### src/rtl/text_console_pkg.sv
// Shared geometry, character constants and FSM state type for the text console.
package text_console_pkg;

    localparam int unsigned COLS  = 80;
    localparam int unsigned ROWS  = 30;
    localparam int unsigned CELLS = COLS * ROWS;
    localparam int unsigned AW    = 12;
    localparam int unsigned CNTW  = 13;

    localparam logic [7:0] SPACE = 8'h20;
    localparam logic [7:0] LF    = 8'h0A;
    localparam logic [7:0] CR    = 8'h0D;
    localparam logic [7:0] BS    = 8'h08;
    localparam logic [7:0] FF    = 8'h0C;

    typedef enum logic {
        IDLE,
        CLEAR
    } state_t;

endpackage

### src/rtl/console_cursor.sv
// Cursor col/row registers with a registered linear address and a row-wrap flag.
import text_console_pkg::*;

module console_cursor #(
    parameter int unsigned NCOLS = COLS,
    parameter int unsigned NROWS = ROWS
) (
    input  logic                      clk,
    input  logic                      rst,
    input  logic                      op_advance,
    input  logic                      op_newline,
    input  logic                      op_return,
    input  logic                      op_back,
    input  logic                      op_zero,
    output logic [$clog2(NCOLS)-1:0]  col,
    output logic [$clog2(NROWS)-1:0]  row,
    output logic [AW-1:0]             addr,
    output logic                      wrap_c
);

    localparam int unsigned CW = $clog2(NCOLS);
    localparam int unsigned RW = $clog2(NROWS);

    logic [CW-1:0] col_n;
    logic [RW-1:0] row_n;
    logic          last_col;
    logic          last_row;

    assign last_col = (col == CW'(NCOLS - 1));
    assign last_row = (row == RW'(NROWS - 1));
    assign wrap_c   = last_row && ((op_advance && last_col) || op_newline);

    // Zero has priority; the remaining ops are mutually exclusive from the decoder.
    always_comb begin
        col_n = col;
        row_n = row;
        if (op_zero) begin
            col_n = '0;
            row_n = '0;
        end else if (op_advance) begin
            if (last_col) begin
                col_n = '0;
                row_n = last_row ? '0 : row + RW'(1);
            end else begin
                col_n = col + CW'(1);
            end
        end else if (op_newline) begin
            col_n = '0;
            row_n = last_row ? '0 : row + RW'(1);
        end else if (op_return) begin
            col_n = '0;
        end else if (op_back) begin
            if (col == '0) begin
                col_n = CW'(NCOLS - 1);
                row_n = row - RW'(1);
            end else begin
                col_n = col - CW'(1);
            end
        end
    end

    always_ff @(posedge clk) begin
        if (rst) begin
            col  <= '0;
            row  <= '0;
            addr <= '0;
        end else begin
            col  <= col_n;
            row  <= row_n;
            addr <= AW'(row_n) * AW'(NCOLS) + AW'(col_n);
        end
    end

endmodule

### src/rtl/text_console.sv
// Byte-stream front end for the 80x30 text RAM: decode, cursor tracking, screen clear.
// Optional TEXT_CONSOLE_WRAP_CLEAR_EN: wrapping past the last row clears the screen.
import text_console_pkg::*;

module text_console (
    input  logic          clk,
    input  logic          rst,
    input  logic [7:0]    char_in,
    input  logic          char_valid,
    output logic          char_ready,
    output logic [AW-1:0] w_addr,
    output logic [7:0]    w_data,
    output logic          w_en,
    output logic [AW-1:0] cursor_addr,
    output logic          busy
);

    localparam int unsigned CW = $clog2(COLS);
    localparam int unsigned RW = $clog2(ROWS);

    state_t          state, state_n;
    logic [CNTW-1:0] cnt, cnt_n;
    logic            w_en_n;
    logic [AW-1:0]   w_addr_n;
    logic [7:0]      w_data_n;
    logic            accept;
    logic            printable;
    logic            op_advance, op_newline, op_return, op_back, op_zero;
    logic [CW-1:0]   col;
    logic [RW-1:0]   row;
    logic            wrap_c;
    logic            clear_done;

    assign accept     = char_valid && char_ready;
    assign printable  = (char_in >= 8'h20) && (char_in <= 8'h7E);
    assign clear_done = (cnt == CNTW'(CELLS));

    console_cursor #(.NCOLS(COLS), .NROWS(ROWS)) u_cursor (
        .clk        (clk),
        .rst        (rst),
        .op_advance (op_advance),
        .op_newline (op_newline),
        .op_return  (op_return),
        .op_back    (op_back),
        .op_zero    (op_zero),
        .col        (col),
        .row        (row),
        .addr       (cursor_addr),
        .wrap_c     (wrap_c)
    );

    // Byte decode and write-port sequencing.
    always_comb begin
        op_advance = 1'b0;
        op_newline = 1'b0;
        op_return  = 1'b0;
        op_back    = 1'b0;
        op_zero    = 1'b0;
        w_en_n     = 1'b0;
        w_addr_n   = w_addr;
        w_data_n   = w_data;
        if (state == CLEAR) begin
            if (clear_done) begin
                op_zero = 1'b1;
            end else begin
                w_en_n   = 1'b1;
                w_addr_n = cnt[AW-1:0];
                w_data_n = SPACE;
            end
        end else if (accept) begin
            if (printable) begin
                w_en_n     = 1'b1;
                w_addr_n   = cursor_addr;
                w_data_n   = char_in;
                op_advance = 1'b1;
            end else begin
                case (char_in)
                    LF: op_newline = 1'b1;
                    CR: op_return  = 1'b1;
                    BS: begin
                        if ((col != '0) || (row != '0)) begin
                            op_back  = 1'b1;
                            w_en_n   = 1'b1;
                            w_addr_n = cursor_addr - AW'(1);
                            w_data_n = SPACE;
                        end
                    end
                    FF: begin
                        w_en_n   = 1'b1;
                        w_addr_n = '0;
                        w_data_n = SPACE;
                    end
                    default: ;
                endcase
            end
        end
    end

    // FF's first clear write is issued on acceptance, so its counter starts at 1;
    // a wrap-triggered clear starts one cycle later from 0.
    always_comb begin
        state_n = state;
        cnt_n   = cnt;
        case (state)
            IDLE: begin
                if (accept && !printable && (char_in == FF)) begin
                    state_n = CLEAR;
                    cnt_n   = CNTW'(1);
                end
`ifdef TEXT_CONSOLE_WRAP_CLEAR_EN
                else if (wrap_c) begin
                    state_n = CLEAR;
                    cnt_n   = '0;
                end
`endif
            end
            CLEAR: begin
                if (clear_done) begin
                    state_n = IDLE;
                end else begin
                    cnt_n = cnt + CNTW'(1);
                end
            end
            default: state_n = IDLE;
        endcase
    end

    always_ff @(posedge clk) begin
        if (rst) begin
            state      <= IDLE;
            cnt        <= '0;
            w_en       <= 1'b0;
            w_addr     <= '0;
            w_data     <= '0;
            char_ready <= 1'b1;
            busy       <= 1'b0;
        end else begin
            state      <= state_n;
            cnt        <= cnt_n;
            w_en       <= w_en_n;
            w_addr     <= w_addr_n;
            w_data     <= w_data_n;
            char_ready <= (state_n == IDLE);
            busy       <= (state_n == CLEAR);
        end
    end

`ifndef TEXT_CONSOLE_WRAP_CLEAR_EN
    logic unused_wrap;
    assign unused_wrap = wrap_c;
`endif

endmodule

### config.mk
export PLATFORM = sky130hd
export DESIGN_NAME = text_console
export DESIGN_NICKNAME = d
export VERILOG_FILES = /design/src/rtl/text_console_pkg.sv /design/src/rtl/console_cursor.sv /design/src/rtl/text_console.sv
export SDC_FILE = /design/constraint.sdc
export NUM_CORES = 1
export LEC_CHECK = 0
export BUFFER_PORTS_ARGS = -buffer_cell sky130_fd_sc_hd__buf_2
export CORE_MARGIN = 1.5
export CORE_UTILIZATION = 52
export CTS_CLUSTER_DIAMETER = 30
export DETAILED_ROUTE_END_ITERATION = 10
export GPL_ROUTABILITY_DRIVEN = 0
export MAX_ROUTING_LAYER = met4
export PLACE_DENSITY = 0.72
export RECOVER_POWER = 25
export SETUP_SLACK_MARGIN = 0.5
export SLEW_MARGIN = 20
export SYNTH_ARGS = -nofsm -noshare
export SYNTH_HDL_FRONTEND = slang
export SYNTH_HIERARCHICAL = 1
export SYNTH_SLANG_ARGS = --single-unit
### constraint.sdc
create_clock -name clk -period 14.1 [get_ports clk]
set_clock_uncertainty 0.05 [all_clocks]
set_input_delay 1.41 -clock clk [delete_from_list [all_inputs] [get_ports clk]]
set_output_delay 1.41 -clock clk [all_outputs]
set_load 0.02 [all_outputs]
# Word level (Yosys, flattened, before mapping)
# Cells that the tools add are included.
# totals
reg_bits	60
inputBits	11
elab_cells	99
out_inout_bits	35
# classes
n_reduce_logical	13
muxes	55
n_addsub	7
bitwise_logic	2
mul	1
magnitude_cmp	2
eq_ne	10
# ops
cell	n
2-to-1 mux 12 bit	5
2-to-1 mux 7 bit	7
2-to-1 mux 5 bit	8
2-to-1 mux 8 bit	5
equality test 8 x 4 -> 1 bit (second input constant)	4
2-to-1 mux 13 bit	2
case mux 13 bit (2 select lines)	1
case mux 12 bit (2 select lines)	1
2-to-1 mux 1 bit	23
case mux 8 bit (2 select lines)	1
adder 13 x 1 -> 13 bit (second input constant)	1
equality test 13 x 12 -> 1 bit (second input constant)	1
adder 12 x 7 -> 12 bit	1
subtractor 12 x 1 -> 12 bit (second input constant)	1
greater-or-equal comparator 8 x 6 -> 1 bit (second input constant)	1
less-or-equal comparator 8 x 7 -> 1 bit (second input constant)	1
multiplier 5 x 3 -> 8 bit (second input constant)	1
adder 7 x 1 -> 7 bit (second input constant)	1
equality test 7 bit (second input constant)	1
zero test 7 bit	1
nonzero test 7 bit	1
subtractor 7 x 1 -> 7 bit (second input constant)	1
adder 5 x 1 -> 5 bit (second input constant)	1
equality test 5 bit (second input constant)	1
13 further kinds	19

# Depth between registers and ports, before layout
# depth
word_depth	14
depth_mapped	21
mapped_depth_nobuf	18

# Hierarchy
# Netlist, hierarchy kept.
# modules_own_cells
module	seq_area_each_um2	area_per_inst_um2	instances	cells_each
text_console	720.7	2082.0	1	244
console_cursor	400.4	1800.5	1	223

# Worst setup path after synthesis
# No wires, ideal clock.
# synth_path
path_type	input-to-reg
start	input char_in[4]
end	register u_cursor.addr[10]
path_stages	17
setup_slack_ns	8.531
setup_time_ns	0.067
arrival_time_ns	5.453
path_cell_list	or4_1 > nor4_2 > nand2_1 > nor2_1 > clkbuf_1 > nand4bb_1 > clkbuf_4 > or4_1 > a311o_1 > a21oi_4 > ha_1 > ha_1 > a21o_1 > a31o_2 > and3_2 > a211o_1 > a21oi_2
# synth_between
elab_chain_len	12
elab_cells_between_ends	33
# synth_lines
element	line	rtl
start, declared	text_console.sv:8	input logic [7:0] char_in,
greater-or-equal comparator 8 x 6 -> 1 bit (tied with other cells)	text_console.sv:35	assign printable = (char_in >= 8'h20) && (char_in <= 8'h7E);
logical AND 1 bit / 2-to-1 mux 1 bit (equally long branches)	text_console.sv:35, text_console.sv:77	
2-to-1 mux 1 bit *	text_console.sv:71	if (printable) begin
2-to-1 mux 1 bit *	text_console.sv:70	end else if (accept) begin
2-to-1 mux 1 bit *	text_console.sv:62	if (state == CLEAR) begin
via op_back	text_console.sv:28	logic op_advance, op_newline, op_return, op_back, op_zero;
2-to-1 mux 5 bit *	console_cursor.sv:52	end else if (op_back) begin
2-to-1 mux 5 bit *	console_cursor.sv:50	end else if (op_return) begin
2-to-1 mux 5 bit *	console_cursor.sv:47	end else if (op_newline) begin
2-to-1 mux 5 bit *	console_cursor.sv:40	end else if (op_advance) begin
2-to-1 mux 5 bit *	console_cursor.sv:37	if (op_zero) begin
via u_cursor.row_n[4]	console_cursor.sv:25	logic [RW-1:0] row_n;
multiplier 5 x 3 -> 8 bit *	console_cursor.sv:70	addr <= AW'(row_n) * AW'(NCOLS) + AW'(col_n);
adder 12 x 7 -> 12 bit *	console_cursor.sv:70	
end signal, assigned	console_cursor.sv:70	
end, declared	console_cursor.sv:17	output logic [AW-1:0] addr,
# Mark *: on every way through the listed nets, which the timed path passes. The rest lies on a longest branch.
# A chain may end at the register's enable or synchronous reset.

# Worst setup path in the final report
# layout_path
start	input char_in[4]
end	register u_cursor.addr[11]
# Same word-level chain as after synthesis.

==> results.json <==
{
  "status": "finished, final reports clean",
  "crit_required_ns": 14.29,
  "drc": 0,
  "dr.pass1.iters": 4,
  "h-tree-depth": 2,
  "worstSetupPathType": "input port to flip-flop",
  "layout_common_cells": "56 x dfxtp_1, 43 x a21oi_1, 30 x nor2_1",
  "fmax_ghz": 0.1588,
  "clkTransAtPathRegs_ns": 0.09,
  "relSlewSlack_pct": 29.05,
  "layout.nets": 514,
  "tritoncts": "yes",
  "met3_usage_pct": 4.155,
  "hold_buffers": 0,
  "dp_hpwl_mm": 6.971,
  "cp-end-kind": "flip-flop",
  "timing.final.hold_violations": 0,
  "cts_resized": 0,
  "syn_avg_cell_area_um2": 8.331,
  "fp.dieW_um": 89.31,
  "dieHeight_um": 89.31,
  "cts_setup_buffers": 0,
  "routed_wl_mm": 9.515,
  "start_util_pct": 53.69,
  "worst_path_largest_cell_delay_ns": 0.58,
  "tightestPinTransition_ns": 1.050,
  "layout_commonest_cell": "dfxtp_1",
  "num_vias": 3671,
  "wl_per_cell_um": 16.26,
  "synthToLayoutAreaGrowth_pct": 4.619,
  "use_met1_pct": 32.86,
  "p_per_area_mw_per_mm2": 85.98,
  "ant_nets": 0,
  "via_per_inst": 6.275,
  "synthCells": 465,
  "crit_chain": "buf_2, or4_1, nor4_2, nand2_1, nor2_1, nand4bb_1, nor2_1, nand2_1, xor2_1, a221oi_1, ha_1, ha_1, inv_1, fa_1, xor2_1, xnor2_1, nor4bb_1, o21bai_1",
  "netlist_area_mm2": 0.003874,
  "cts.sinks": 56,
  "setup_tns_ns": 0,
  "fin_util_pct": 56.17,
  "diodes": 0,
  "numCtsBuffers": 5,
  "drive_gt1_share_pct": 11.73,
  "nFillCells": 679,
  "hold_class": "flip-flop to flip-flop",
  "cts_root_buf": "clkbuf_8",
  "fin_crit_sh_pct": 44.65,
  "clock_path_buffers": 2,
  "top_usage_layer": "met2",
  "preCtsSetupSlack_ns": 7.614,
  "setup_viol": 0,
  "synth_fp_nets": 494,
  "die_area_mm2": 0.007976,
  "coreArea_mm2": 0.007214,
  "grt_util_all_layers_pct": 24.81,
  "initialDrtViolationCount": 254,
  "pin_count": 46,
  "drv_cap": 0,
  "path_max_fanout": 10,
  "use_met2_pct": 38.35,
  "crit_path_start_kind": "input port",
  "grt_max_degree": 29,
  "io_buffers": 45,
  "crit_arrival_ns": 6.48,
  "setup_ws_ns": 7.804,
  "drv_slew": 0,
  "grt_pass1_wl_mm": 15.17,
  "cp_slowest_cell": "or4_1",
  "final_cells": 585,
  "first_global_vias": 3121,
  "antenna_found_initial": 0,
  "grt_overflow": 0,
  "core.rowCount": 31,
  "leakage_nw": 1.550,
  "min_period_ns": 6.296,
  "dp.cells": 577,
  "insertion_delay_ns": 0.31,
  "ys_warn_count": 6,
  "irDropWorstVdd_mv": 0.06211,
  "rsz0062_at_grt": "false"
}
==> metal layers <==
metal,share of wire [%],vias to the layer above
li1,-,1788
met1,46,1729
met2,46,137
met4,1.9,0
met3,6.1,17
met5,0,-
==> state kept, by name, indices dropped and copies added (netlist names) <==
register and count:
char_ready 1, u_cursor/addr 8, w_en 1, w_data 8, w_addr 12, cnt 13, state 1, u_cursor/row 5
u_cursor/col 7
==> report_power, final <==
group / internal (mW) / switching (mW)
registers: 0.164 / 0.00818
logic: 0.0279 / 0.0439
clock network: 0.0528 / 0.0511
total: 0.245 / 0.103
==> final timing paths <==
| check | startpoint | endpoint | slack, ns | cells past startpoint |
|---|---|---|---|---|
| max reg2reg | u_cursor/col[2] | u_cursor/addr[11] | 8.92 | 17 |
| min reg2reg | w_data[7] | w_data[7] | 0.42 | 1 |
| min | w_data[7] | w_data[7] | 0.42 | 1 |
| max | char_in[4] | u_cursor/addr[11] | 7.80 | 18 |
==> worst max-delay path, delay by kind of cell <==
family	cells	cell delay, ns
xor+xnor	3	0.62
buf+inv	2	0.20
fa+ha+maj	3	0.80
compound gates	2	0.70
simple gates	8	2.73
==> metrics by stage <==
stage | hold WS [ns] | total power [mW] | area, µm²
after floorplan | 0.4020 | 0.2298 | 3874
after global placement | 0.3880 | 0.2462 | 3965
after detailed placement | 0.4054 | 0.2477 | 3965
after CTS | 0.4296 | 0.3510 | 4073
after global routing | 0.4535 | 0.3657 | 4053
final | 0.4230 | 0.3484 | 4053
==> cell type report <==
class / instances / area (µm²) / share of cell area [%]
multi-input combinational: 353 / 2405 / 59.34
inverter: 22 / 82.58 / 2.038
tap: 99 / 123.9 / 3.057
clock inverter: 2 / 35.03 / 0.8645
clock buffer: 6 / 72.57 / 1.791
sequential: 56 / 1121 / 27.66
timing repair buffer: 47 / 212.7 / 5.249
Power figures use the tool's default switching activity.
